==> config.mk <==
export PLATFORM = sky130hd
export DESIGN_NAME = pipeline_hazard_controller
export DESIGN_NICKNAME = d
export VERILOG_FILES = /design/src/rtl/pipeline_hazard_controller.sv
export SDC_FILE = /design/constraint.sdc
export NUM_CORES = 1
export LEC_CHECK = 0
export ABC_CLOCK_PERIOD_IN_PS = 5900
export BUFFER_PORTS_ARGS = -buffer_cell sky130_fd_sc_hd__buf_2
export CAP_MARGIN = 20
export CORE_ASPECT_RATIO = 1.5
export CORE_UTILIZATION = 43
export DETAILED_ROUTE_END_ITERATION = 8
export PLACE_DENSITY = 0.67
export SETUP_SLACK_MARGIN = 0.4
export SLEW_MARGIN = 20
export SYNTH_ARGS = -nofsm -noshare
export SYNTH_HDL_FRONTEND = slang
export SYNTH_SLANG_ARGS = --single-unit
==> constraint.sdc <==
create_clock -name clk -period 5.9 [get_ports clk]
set_clock_uncertainty 0.1 [all_clocks]
set_input_delay 0.295 -clock clk [delete_from_list [all_inputs] [get_ports clk]]
set_output_delay 0.295 -clock clk [all_outputs]
set_load 0.01 [all_outputs]
==> src/rtl/pipeline_hazard_controller.sv <==
// pipeline_hazard_controller: stall/flush/forwarding control for a 5-stage pipeline
module pipeline_hazard_controller #(
   parameter int MEM_TIMEOUT = 16,
   parameter int CNT_W = 32
) (
   input  logic             clk,
   input  logic             rst,
   input  logic [4:0]       id_rs1,
   input  logic [4:0]       id_rs2,
   input  logic             id_uses_rs1,
   input  logic             id_uses_rs2,
   input  logic [4:0]       ex_rs1,
   input  logic [4:0]       ex_rs2,
   input  logic [4:0]       ex_rd,
   input  logic             ex_mem_read,
   input  logic             ex_branch_taken,
   input  logic [4:0]       mem_rd,
   input  logic             mem_reg_write,
   input  logic             mem_access,
   input  logic             mem_ready,
   input  logic [4:0]       wb_rd,
   input  logic             wb_reg_write,
   output logic             pc_en,
   output logic             if_id_en,
   output logic             id_ex_en,
   output logic             ex_mem_en,
   output logic             mem_wb_en,
   output logic             if_id_flush,
   output logic             id_ex_flush,
   output logic [1:0]       fwd_a_sel,
   output logic [1:0]       fwd_b_sel,
   output logic             halted,
   output logic [CNT_W-1:0] stall_cycles
);
   localparam int WW = $clog2(MEM_TIMEOUT) + 1;
   typedef enum logic [1:0] {RUN, MEM_WAIT, HALT} state_t;
   state_t state;
   logic [WW-1:0] wait_cnt;
   logic mem_stall, frozen, load_use, fa_mem, fa_wb, fb_mem, fb_wb;
   // enables, flushes and forwarding selects; reset, memory stall and halt freeze everything
   always_comb begin
      mem_stall = mem_access & ~mem_ready & (state != HALT);
      frozen = rst | mem_stall | (state == HALT);
      load_use = ex_mem_read & (ex_rd != 5'd0) &
                 ((id_uses_rs1 & (id_rs1 == ex_rd)) | (id_uses_rs2 & (id_rs2 == ex_rd)));
      pc_en = ~frozen & (ex_branch_taken | ~load_use);
      if_id_en = pc_en;
      id_ex_en = ~frozen;
      ex_mem_en = ~frozen;
      mem_wb_en = ~frozen;
      if_id_flush = rst | (~frozen & ex_branch_taken);
      id_ex_flush = rst | (~frozen & (ex_branch_taken | load_use));
      fa_mem = mem_reg_write & (mem_rd != 5'd0) & (mem_rd == ex_rs1);
      fa_wb = wb_reg_write & (wb_rd != 5'd0) & (wb_rd == ex_rs1);
      fb_mem = mem_reg_write & (mem_rd != 5'd0) & (mem_rd == ex_rs2);
      fb_wb = wb_reg_write & (wb_rd != 5'd0) & (wb_rd == ex_rs2);
      fwd_a_sel = rst ? 2'b00 : fa_mem ? 2'b01 : fa_wb ? 2'b10 : 2'b00;
      fwd_b_sel = rst ? 2'b00 : fb_mem ? 2'b01 : fb_wb ? 2'b10 : 2'b00;
   end
   // memory-wait tracking; a completed access returns to RUN, an overlong wait halts until reset
   always_ff @(posedge clk) begin
      if (rst) begin
         state <= RUN;
         wait_cnt <= '0;
         halted <= 1'b0;
      end else if (state != HALT) begin
         if (!mem_stall) begin
            state <= RUN;
            wait_cnt <= '0;
         end else if (state == MEM_WAIT && wait_cnt == WW'(MEM_TIMEOUT)) begin
            state <= HALT;
            halted <= 1'b1;
         end else begin
            state <= MEM_WAIT;
            wait_cnt <= wait_cnt + WW'(1);
         end
      end
   end
   // saturating count of cycles in which the PC did not advance
   always_ff @(posedge clk) begin
      if (rst) stall_cycles <= '0;
      else if (!pc_en && stall_cycles != '1) stall_cycles <= stall_cycles + CNT_W'(1);
   end
endmodule

== Word-level counts from Yosys, hierarchy flattened ==
Index checks and enable logic that the tools add are counted.
Cells by class
  muxes and demuxes: 10
  $add $sub $neg: 2
  reductions and logical operators: 8
  equal/unequal tests: 12
  bitwise gates (word level): 25
Operators by type and width (number)
  32-bit by 1-bit adder with 32-bit output, second input constant: 1
  32-bit != test, second input constant: 1
  5-bit equality test: 6
  2-bit 2-to-1 mux: 8
  1-bit bitwise AND: 15
  5-bit nonzero test: 3
  5-bit 2-to-1 mux: 2
  1-bit bitwise OR: 7
  5-bit by 1-bit adder with 5-bit output, second input constant: 1
  5-bit equality test, second input constant: 1
  2-bit != test, second input constant: 2
  1-bit inverter: 3
  3-bit AND reduction: 1
  2-bit by 1-bit equality test with 1-bit output, second input constant: 1
  2-bit equality test, second input constant: 1
  1-bit logical AND: 2
  2-bit AND reduction: 1
  1-bit logical NOT: 1
Storage, ports and cells
  logic and storage cells: 61
  register bits: 40

== Logic depth before layout (Yosys ltp) ==
  depth in word-level cells: 9
  gate-level depth with buffers: 9

== Worst setup path before layout ==
Ideal clock, no wire load.
  path kind: input-to-output
  from: input ex_rd[1]
  to: output pc_en
  stages on the path: 8
  setup slack: 3712 ps
  data arrival time: 1793 ps
  cell sequence: or4_1 > o21ai_0 > or2_2 > o21ai_4 > inv_2 > buf_6 > buf_2 > buf_4
Between the ends
  word-level cells in the longest chain between the ends: 7
  elaborated cells on any way between the ends: 11
Ends and longest elaborated chain
  start: declaration: line 14  | input logic [4:0] ex_rd,
  5-bit equality test: line 45  | ((id_uses_rs1 & (id_rs1 == ex_rd)) | (id_uses_rs2 & (id_rs2 == ex_rd)));
  1-bit bitwise AND: line 45
  1-bit bitwise OR: line 45
  1-bit bitwise AND *: line 44  | load_use = ex_mem_read & (ex_rd != 5'd0) &
  1-bit inverter *: line 46  | pc_en = ~frozen & (ex_branch_taken | ~load_use);
  1-bit bitwise OR *: line 46
  1-bit bitwise AND *: line 46
  end: declaration: line 23  | output logic pc_en,
Mark *: on every way between the ends. The rest lies on a longest branch, timed or not.

== Worst setup path in the final report ==
  from: input rst
  to: output if_id_en
Between the ends
  word-level cells in the longest chain between the ends: 4
Ends and longest elaborated chain
  start: declaration: line 7  | input logic rst,
  1-bit bitwise OR (2 in a row): line 43  | frozen = rst | mem_stall | (state == HALT);
  1-bit inverter: line 46
  1-bit bitwise AND: line 46
  end: declaration: line 24  | output logic if_id_en,
Every way passes these cells.

==> results.txt <==
Comb power frac: 14.1%
Hold-fix buffers, CTS: 0
Most common library cells after synthesis: 40 x dfxtp_1, 30 x a21oi_1, 30 x or4_1, 25 x o31ai_1, 21 x xor2_1
Routed vias/inst: 5.73
Top Usage Layer GRT: met2
Final Max Tran Viols: 0
Relative slew slack: 41.6%
Yosys warns: 0
Worst r2r src: stall_cycles[2]
Routing usage on met1: 23.1%
Overflow after GRT: 0
Maximum clock path buffer count: 2
Met3 Use GR: 4.23%
Cell variety after synth: 47
Part of the power in registers: 50.8%
Most used flip-flop cell after synthesis: dfxtp_1
Clk root buf: clkbuf_8
Crit path largest cell delay: 0.70 ns
Register area share after synthesis: 31.3%
R2R cell count: 7
Die Y: 96.5 µm
Gr usage total: 21.6%
Synth Net Count: 356
CP required: 5.51 ns
Core Area: 0.00579 mm²
Global-route wire length before repair: 10600 µm
Synth area leader: dfxtp_1
Buffers on Ports: 88
Leak: 1.17 nW
Number of synthesized flops with an enable pin: 0
Synth area leaders: dfxtp_1 31%, or4_1 8.8%, o31ai_1 7.3%, xor2_1 7.2%, a21oi_1 5.9%
Dpl hpwl: 4820 µm
Setup WS post-layout: 3.02 ns
Post-CTS Setup Bufs: 0
Max-cap violations: 0
Top-count cell post-synth: dfxtp_1
Clk_lat worst skew: 0.29 ns
WP depth: 5
Placed cells: 449
Final ANT Viol Nets: 0
DRT Pass-1 Iters: 4
CP Class: primary input to output pin
Clk pwr share: 35.0%
Crit path to: if_id_en
Gpl congestion: 0.812
Net Sw Power: 0.143 mW
Reg2Reg Capture Point: stall_cycles[14]
DR vias: 2619
CTS resizes: 0
Ys async rst share: 0%
Nets@finish: 432
Pre-CTS setup slack: 2.98 ns
Critical Path Start: rst
Synth Cell Area: 0.00256 mm²
Initial Util: 44.3%
Delay-heaviest family, CP: buffers and inverters
Num ports: 89
Slowest-stage cell, CP: nor3_1
Met2 Usage GRT: 41.0%
Top-area cell type share of the netlist area: 31.3%
Initial detailed-routing violation count: 113
Initial antenna violation count: 0
Fraction of layout cells with a size suffix above 1: 26.8%
Vias in the first global route: 2402
Rows: 34
CTS Buf Count: 5
Final count of negative-setup-slack endpoints: 0
Largest net degree at the start of global routing: 61
Total Power: 0.543 mW
Mapped Avg Cell Area: 8.32 µm²
Non-filler cells, final: 457
CTS clk-pin slew, worst paths: 0.08 ns
CP dominant cell by count: buf_2
Tcrit/Tclk final: 48.9%
Post-Synthesis Cells: 308
Max Fclk: 347 MHz
Fin. Hold Viols: 0
Reg2Reg Setup Slack: 3.16 ns
Run status: finished clean
Diode count: 0
CTS tree: built
RSZ-0062 raised after global routing: no
Crit-path max FO: 60
Worst Hold Launch: mem_ready
Power Internal: 0.400 mW
Fin Hold WS: 0.263 ns
#FFs+latches synth: 40
Type of origin of the critical path: primary input
Die Footprint: 0.00628 mm²
Fin Setup TNS: 0 ns
DRC errors left: 0
Final WL: 6440 µm
TritonCTS Sinks: 40
Crit path cell chain: buf_2, nor3_1, o21ai_4, inv_2, buf_2
Net Sw Frac: 26.3%
Worst hold-check path type: primary input to register
H-tree lvl count: 2
Width of the die: 65.0 µm
WP buf/inv: 3
Routed len/inst: 14.1 µm
Slew @ Worst Pin: 0.876 ns
Power Density: 177 mW/mm²
Peak VDD IR: 0.0000885 V
Post-layout min period: 2.88 ns
Synth-to-Final Area Change: 19.9%
Critical path arrival: 2.49 ns
Critical path endpoint category: output pin
==> cells in the final DEF, fill, tap and decap left out, types with 2 or more instances in the layout <==
cell type	netlist	routed
a21o_1	2	2
a21oi_1	30	30
and2_1	4	4
and3_1	4	4
and4_1	6	6
buf_2	4	88
clkbuf_8	0	6
dfxtp_1	40	40
ha_1	3	3
inv_1	3	3
nand2_1	19	19
nand3_1	14	14
nand4_1	12	12
nand4b_1	2	2
nor2_1	10	10
nor2b_1	5	4
nor3_1	11	11
nor4_1	7	7
o21ai_0	5	5
o31ai_1	25	25
or3_1	2	2
or4_1	30	30
xnor2_1	12	12
xor2_1	21	21
==> sequential cells by signal (all words and copies together), names as in the netlist <==
signal / count
halted: 1
stall_cycles: 32
state: 2
wait_cnt: 5
==> per-layer routing <==
layer / part of all wire [%] / wire length (µm)
met1: 41 / 2610
met4: 2.2 / 139
met2: 52 / 3360
met3: 5.2 / 332
met5: 0 / 0
==> power groups by stage <==
stage / Sequential [mW] / Clock [mW] / Combinational, mW
4_1_cts: 0.276 / 0.196 / 0.0772
3_5_place_dp: 0.282 / 0 / 0.0770
6_report: 0.276 / 0.190 / 0.0767
5_1_grt: 0.276 / 0.206 / 0.0850
2_1_floorplan: 0.283 / 0 / 0.0471
3_3_place_gp: 0.282 / 0 / 0.0755
==> cell type report <==
class / instances / area (µm²)
clock inverter: 1 / 7.51
timing repair buffer: 89 / 448
clock buffer: 7 / 86.3
tap: 72 / 90.1
inverter: 4 / 15.0
fill: 562 / 2720
sequential: 40 / 801
multi-input combinational: 244 / 1620
==> worst min-delay path by stage <==
stage	slack, ns	cells after the start	to
5_1_grt	0.30	4	state[0]
2_1_floorplan	0.40	1	wait_cnt[1]
3_5_place_dp	0.36	2	halted
6_report	0.26	4	state[0]
4_1_cts	0.26	4	state[0]
3_3_place_gp	0.34	2	halted
==> cell families (layout without fill, tap and decap cells) <==
kind of cell | count (synthesis) | after routing | synth area share, %
buf+inv | 24 | 101 | 5.47
simple gates | 134 | 134 | 31.6
fa+ha+maj | 3 | 3 | 1.47
mux | 1 | 1 | 0.440
flops | 40 | 40 | 31.3
compound gates | 73 | 73 | 18.5
xor+xnor | 33 | 33 | 11.3
==> worst min-delay path, cell delays in order <==
cell     delay, ns
buf_2         0.08
nor2b_1       0.08
nand2_1       0.10
nor3_1        0.06
==> metrics by stage <==
step           area (µm²)  utilization (%)
4_1_cts              3070             53.1
3_3_place_gp         2980             51.4
3_5_place_dp         2980             51.4
6_report             3070             53.1
2_1_floorplan        2560                -
5_1_grt              3070             53.1
No activity file was read; power rests on OpenSTA's default activity.
